<file path="config.mk">
export PLATFORM = sky130hd
export DESIGN_NAME = regfile_wb_arbiter
export DESIGN_NICKNAME = d
export VERILOG_FILES = /design/src/rtl/regfile_wb_arbiter.sv
export SDC_FILE = /design/constraint.sdc
export NUM_CORES = 1
export LEC_CHECK = 0
export ABC_AREA = 1
export CAP_MARGIN = 20
export CORE_AREA = 8 8 119 121
export CTS_CLUSTER_DIAMETER = 100
export DETAILED_ROUTE_END_ITERATION = 10
export DIE_AREA = 0 0 127 129
export PLACE_DENSITY_LB_ADDON = 0.2
export SLEW_MARGIN = 15
export SYNTH_ARGS = -nofsm -noshare
export SYNTH_HDL_FRONTEND = slang
export SYNTH_SLANG_ARGS = --single-unit
</file>
<file path="constraint.sdc">
create_clock -name clk -period 3.8 [get_ports clk]
set_input_delay 0.95 -clock clk [delete_from_list [all_inputs] [get_ports clk]]
set_output_delay 0.95 -clock clk [all_outputs]
set_load 0.005 [all_outputs]
</file>
<file path="src/rtl/regfile_wb_arbiter.sv">
`default_nettype none
// ============================================================================
// Module      : regfile_wb_arbiter
// Description : Two-requester writeback arbiter for a single register-file
//               write port. Each requester owns a one-entry buffer; grants are
//               round-robin except that same-register writes retire in age
//               order. Also answers read-operand hazard queries.
// Revision    : 1.0 - initial release
// ============================================================================
module regfile_wb_arbiter (
  input  logic        clk,
  input  logic        rst,
  // requester A (ALU writeback)
  input  logic        A_Valid,
  output logic        A_Ready,
  input  logic [4:0]  A_Reg,
  input  logic [31:0] A_Data,
  // requester B (load writeback)
  input  logic        B_Valid,
  output logic        B_Ready,
  input  logic [4:0]  B_Reg,
  input  logic [31:0] B_Data,
  // register-file write port
  output logic        RegWrite,
  output logic [4:0]  Write_Reg,
  output logic [31:0] Write_Data,
  // hazard query
  input  logic [4:0]  Read_Reg1,
  input  logic [4:0]  Read_Reg2,
  output logic        Stall
);

  logic        a_full_q, a_full_d;
  logic [4:0]  a_reg_q,  a_reg_d;
  logic [31:0] a_data_q, a_data_d;
  logic        b_full_q, b_full_d;
  logic [4:0]  b_reg_q,  b_reg_d;
  logic [31:0] b_data_q, b_data_d;
  logic        wr_en_q,  wr_en_d;
  logic [4:0]  wr_reg_q, wr_reg_d;
  logic [31:0] wr_data_q, wr_data_d;
  // ptr_q = 0 favours A, 1 favours B; age_q = 0 means A is older, 1 means B
  logic        ptr_q, ptr_d;
  logic        age_q, age_d;

  logic        a_load, b_load;
  logic        grant_a, grant_b;

  assign A_Ready    = ~a_full_q;
  assign B_Ready    = ~b_full_q;
  assign RegWrite   = wr_en_q;
  assign Write_Reg  = wr_reg_q;
  assign Write_Data = wr_data_q;

  // Accept / grant decision; register 0 writes are swallowed at the door
  always_comb begin
    a_load  = A_Valid && !a_full_q && (A_Reg != 5'd0);
    b_load  = B_Valid && !b_full_q && (B_Reg != 5'd0);
    grant_a = 1'b0;
    grant_b = 1'b0;
    if (a_full_q && b_full_q) begin
      if (a_reg_q == b_reg_q) begin
        grant_a = ~age_q;
        grant_b = age_q;
      end else begin
        grant_a = ~ptr_q;
        grant_b = ptr_q;
      end
    end else begin
      grant_a = a_full_q;
      grant_b = b_full_q;
    end
  end

  // Next-state for buffers, write port, pointer and age bit
  always_comb begin
    a_full_d  = a_full_q;
    a_reg_d   = a_reg_q;
    a_data_d  = a_data_q;
    b_full_d  = b_full_q;
    b_reg_d   = b_reg_q;
    b_data_d  = b_data_q;
    wr_en_d   = 1'b0;
    wr_reg_d  = wr_reg_q;
    wr_data_d = wr_data_q;
    ptr_d     = ptr_q;
    age_d     = age_q;

    if (grant_a) begin
      a_full_d  = 1'b0;
      wr_en_d   = 1'b1;
      wr_reg_d  = a_reg_q;
      wr_data_d = a_data_q;
      ptr_d     = 1'b1;
    end else if (grant_b) begin
      b_full_d  = 1'b0;
      wr_en_d   = 1'b1;
      wr_reg_d  = b_reg_q;
      wr_data_d = b_data_q;
      ptr_d     = 1'b0;
    end

    // Loading only happens into an empty buffer, so never collides with its grant
    if (a_load) begin
      a_full_d = 1'b1;
      a_reg_d  = A_Reg;
      a_data_d = A_Data;
    end
    if (b_load) begin
      b_full_d = 1'b1;
      b_reg_d  = B_Reg;
      b_data_d = B_Data;
    end

    // Simultaneous loads make A the elder; otherwise the resident entry is elder
    if (a_load && b_load) begin
      age_d = 1'b0;
    end else if (a_load && b_full_q) begin
      age_d = 1'b1;
    end else if (b_load && a_full_q) begin
      age_d = 1'b0;
    end
  end

  // State registers with asynchronous reset dropping all pending writes
  always_ff @(posedge clk or posedge rst) begin
    if (rst) begin
      a_full_q  <= 1'b0;
      a_reg_q   <= 5'd0;
      a_data_q  <= 32'd0;
      b_full_q  <= 1'b0;
      b_reg_q   <= 5'd0;
      b_data_q  <= 32'd0;
      wr_en_q   <= 1'b0;
      wr_reg_q  <= 5'd0;
      wr_data_q <= 32'd0;
      ptr_q     <= 1'b0;
      age_q     <= 1'b0;
    end else begin
      a_full_q  <= a_full_d;
      a_reg_q   <= a_reg_d;
      a_data_q  <= a_data_d;
      b_full_q  <= b_full_d;
      b_reg_q   <= b_reg_d;
      b_data_q  <= b_data_d;
      wr_en_q   <= wr_en_d;
      wr_reg_q  <= wr_reg_d;
      wr_data_q <= wr_data_d;
      ptr_q     <= ptr_d;
      age_q     <= age_d;
    end
  end

  function automatic logic pending(input logic [4:0] r);
    pending = (r != 5'd0) &&
              ((a_full_q && (a_reg_q == r)) ||
               (b_full_q && (b_reg_q == r)) ||
               (wr_en_q  && (wr_reg_q == r)));
  endfunction

  // Hazard query covers both buffers and the write currently on the port
  always_comb begin
    Stall = pending(Read_Reg1) | pending(Read_Reg2);
  end

endmodule
`default_nettype wire

</file>
==> run summary <==
The run finished with clean final reports. The logs give 0 ns for the post-route setup TNS and 0.270 for the clock group share of total power. The initialized floorplan defines 41 standard-cell rows. The dominant cell type by area after synthesis is sky130_fd_sc_hd__dfrtp_1.

After detailed routing, no signal wire sits above met5. Cell depth of the worst hold path: 2. The total power came out at 5.23 mW. The met3 layer wire length in the routed design is 895 um, and the parity-gate share of the synthesized area counting xor and xnor cells is 0.00981. In this design, the critical path's most frequently occurring cell is sky130_fd_sc_hd__nand2_1.

The fraction of power spent switching nets is 0.330, and the total of warnings raised by yosys is 0. The post-synthesis share of cell area spent on full adders, half adders and majority gates is 0. The total of flip-flops plus latches after synthesis was 116; the maximum number of buffers from clock root to sink was 2. In this run the mean area of a mapped cell was 8.65 sq um. The tools report the effective utilization at floorplan as 0.435. In this run the remaining antenna-violating nets after routing total 0.

The share of final-layout standard cells stronger than drive strength 1 was 0.102; the transition time at the pin with the least slew margin was 0.683 ns. In this run, distinct cell masters in the synthesized netlist total 21. The clock reaches the later pin of the worst-skew pair after 0.41 ns.

For the number of remaining DRC errors, the log shows 0. In this design, the largest share of critical-path delay is due to buffers and inverters. The logs give 1 for the number of antenna violations at the first check in global routing and 619 for the post-synthesis cell count. The number of buffers and inverters on the critical path is 3.

The count of hold buffers inserted by post-cts repair is 0. For the static leakage, the log shows 3.41 nW. The tools report the share of synthesized area occupied by flip-flops and latches as 0.542. For the placer congestion estimate, the log shows 0.880.

The startpoint identified for the worst register-to-register timing path is a_full_q. The via count of the first global-routing pass was 4861; the layout overhead on the synthesized area was 36.2%. The first global-routing pass estimated 23900 um of wire. TritonCTS created 17 clock buffers. The first routing iteration left 306 violations. For the fraction of power consumed by sequential logic, the log shows 0.384. The die is 129 um tall. The synthesized-area fraction occupied by ao, oa, aoi and oai cells was 0.0719. Yosys mapped a number of flops with a built-in enable equal to 0.

The routed length per instance is 16.1 um, and the worst IR drop on VDD is 0.000342 V. The first detailed-routing pass took 5 iterations. The maximum number of pins on one net before global-route repair is 117, and the count of cell instances traversed by the critical path is 10. Power spread over the standard cell area amounts to 716 mW/mm^2.

Max-cap violations in this run came to 0. The number of I/O port buffers works out to 128. The clock skew was 0.00672 ns; the synthesized cell area was 0.00536 sq mm. Counting instances in the post-synthesis netlist gives the leading cell types as sky130_fd_sc_hd__dfrtp_1, sky130_fd_sc_hd__nand2_1, sky130_fd_sc_hd__nand3_1, sky130_fd_sc_hd__nor2_1, sky130_fd_sc_hd__inv_1. The logs give 2.70 ns for the data arrival time at the worst-slack endpoint and 829 for the number of nets in the finished design. The post-layout minimum cycle time works out to 3.65 ns. The critical path is of the input port to primary output type.

The tools report the number of clock sinks as 116. The startpoint of the worst setup timing path is Read_Reg1[0]. At the worst endpoint, the required time is 2.85 ns. STA classifies the critical path startpoint as an input port. For this run, the top clock speed supported by timing is 274 MHz.

The largest family of logic cells by synthesized area is simple AND/OR/NAND/NOR gates. Counting cells, the worst reg-to-reg path comes to 8. The capturing element type of the critical path is a primary output. Setup violations remaining at the end of the flow were counted as 0. The post-CTS clock slew at the launch and capture registers of the worst setup and hold paths was 0.05 ns; the final count of hold timing violations was 0. Among all flip-flop cells after synthesis, the most frequent one is sky130_fd_sc_hd__dfrtp_1. The HPWL after detailed placement is 10000 um. For the cell internal power dissipation, the log shows 3.50 mW.

The post-synthesis share of cell area spent on and, or, nand and nor gates was 0.228. The final layout contains routed wiring with a total length of 14500 um. The tools report the wire length on met1 as 6420 um. Traced cell by cell, the critical path runs through clkdlybuf4s50_1 > inv_1 > nand2_1 > o21ai_0 > nor2_1 > nand3_1 > nand3_1 > nand2_1 > nand2_1 > clkdlybuf4s50_1.

The number of setup buffers added after CTS is 0, and the horizontal extent of the die is 127 um. The die covers 0.0164 sq mm. The vias per cell works out to 5.16.

The combinational power share was 0.346. In this run the worst path has a maximum fanout of 4. The net count after synthesis came out at 707.

Cell with the largest stage delay on the worst path: sky130_fd_sc_hd__clkdlybuf4s50_1. Setup repair after global routing left no endpoint under its margin. The delay contributed by the slowest stage of the critical path came out at 0.55 ns.

The routed design uses 6950 um of met2 wire. Worst hold-check path type: flop to flop. 0 antenna diodes ended up in the layout.

Ranked by total cell area, the synthesized netlist is headed by sky130_fd_sc_hd__dfrtp_1, sky130_fd_sc_hd__nand3_1, sky130_fd_sc_hd__nand2_1, sky130_fd_sc_hd__mux2_2, sky130_fd_sc_hd__nor2_1. The fraction of synthesized cell area taken by the top area cell type is 0.542, and the core area is 0.0123 sq mm. The fraction of registers with async set/reset came out at 1.00. Among all cell types in the netlist, the one instantiated most often is sky130_fd_sc_hd__dfrtp_1. For this design the total switching power over the nets is 1.73 mW.

The H-tree was split into 4 levels. The tree is rooted in a sky130_fd_sc_hd__clkbuf_16. TritonCTS built the clock tree. The number of top-level pins is 129, and the tightest slew margin relative to the limit is 0.543. The combined global-route utilization of all metal layers came out at 0.185. The aggregate global routing overflow was 0; the mux contribution to synthesized area was 0.0715. The tools report the via count as 4657.

For the count of pins over their slew limit, the log shows 0. Post-cts gate resize count: 0. The post-route fraction of the period consumed by the critical path works out to 0.960. In this run the most critical hold path is launched from Write_Data[24].
[flip-flops by register name (all words and copies together) (netlist names), 5 cells and up]
signal	flops
Write_Reg	5
b_reg_q	5
a_reg_q	5
b_data_q	32
Write_Data	32
a_data_q	32
[cell families after synthesis]
logic type | count (synthesis)
AO/OA/AOI/OAI | 73
XOR/XNOR | 6
buffers and inverters | 100
flip-flops | 116
multiplexers | 34
AND/OR/NAND/NOR | 290
[cell type report]
class,instances,area (sq um)
Multi-Input combinational cell,403,2060
Sequential cell,116,2900
Clock inverter,5,27.5
Inverter,66,251
Tap cell,150,188
Timing Repair Buffer,137,1370
Clock buffer,25,495
Fill cell,1109,5010
[layer usage]
metal,vias up,track usage
li1,2249,-
met1,2244,0.225
met2,142,0.297
met3,20,0.0625
met4,2,0.0756
met5,-,0
[worst reg2reg max path: stages (launching register included)]
cell and delay, ns:
sky130_fd_sc_hd__dfrtp_2 0.44, sky130_fd_sc_hd__buf_4 0.43, sky130_fd_sc_hd__nand2_1 0.10, sky130_fd_sc_hd__inv_1 0.08, sky130_fd_sc_hd__nand3_2 0.08, sky130_fd_sc_hd__nand2_1 0.51, sky130_fd_sc_hd__buf_4 0.39, sky130_fd_sc_hd__nand2_1 0.10
sky130_fd_sc_hd__nand3_1 0.08
[power groups by stage]
stage	Clock [mW]	Combinational (mW)	Sequential (mW)
2_1_floorplan	0	1.03	1.94
3_3_place_gp	0	1.78	2.01
3_5_place_dp	0	1.82	2.02
4_1_cts	1.44	1.83	2.01
5_1_grt	1.50	2.03	2.07
6_report	1.41	1.81	2.01
[path summary, 6_finish.rpt]
path	to	slack, ns
max	Stall	0.15
min	Write_Data[24]	0.50
max reg2reg	Write_Data[25]	1.52
min reg2reg	Write_Data[24]	0.50
max in group asynchronous	b_data_q[2]	2.27
min in group asynchronous	b_data_q[26]	1.05
[stage by stage]
step / instances / instance area, sq um / util / worst slack, ns / hold slack (ns)
floorplan: 619 / 5360 / - / 1.34 / 0.480
global placement: 872 / 6770 / 0.550 / 0.252 / 0.483
detailed placement: 872 / 6770 / 0.550 / 0.191 / 0.483
CTS: 902 / 7300 / 0.593 / 0.184 / 0.500
global route: 902 / 7300 / 0.593 / 0.0516 / 0.512
finish: 902 / 7300 / 0.593 / 0.153 / 0.498
[cells in the final DEF (no fill, tap or decap), types with 5 or more instances in the layout]
| master | n |
|---|---|
| sky130_fd_sc_hd__o21ai_0 | 12 |
| sky130_fd_sc_hd__o22ai_1 | 12 |
| sky130_fd_sc_hd__nand3_1 | 87 |
| sky130_fd_sc_hd__a21oi_1 | 47 |
| sky130_fd_sc_hd__xor2_1 | 5 |
| sky130_fd_sc_hd__nor3_1 | 6 |
| sky130_fd_sc_hd__dfrtp_1 | 115 |
| sky130_fd_sc_hd__nand2_1 | 111 |
| sky130_fd_sc_hd__buf_4 | 7 |
| sky130_fd_sc_hd__inv_1 | 63 |
| sky130_fd_sc_hd__clkdlybuf4s50_1 | 128 |
| sky130_fd_sc_hd__nor2_1 | 80 |
| sky130_fd_sc_hd__clkbuf_16 | 17 |
| sky130_fd_sc_hd__mux2_2 | 34 |
Power figures use the tool's default switching activity.
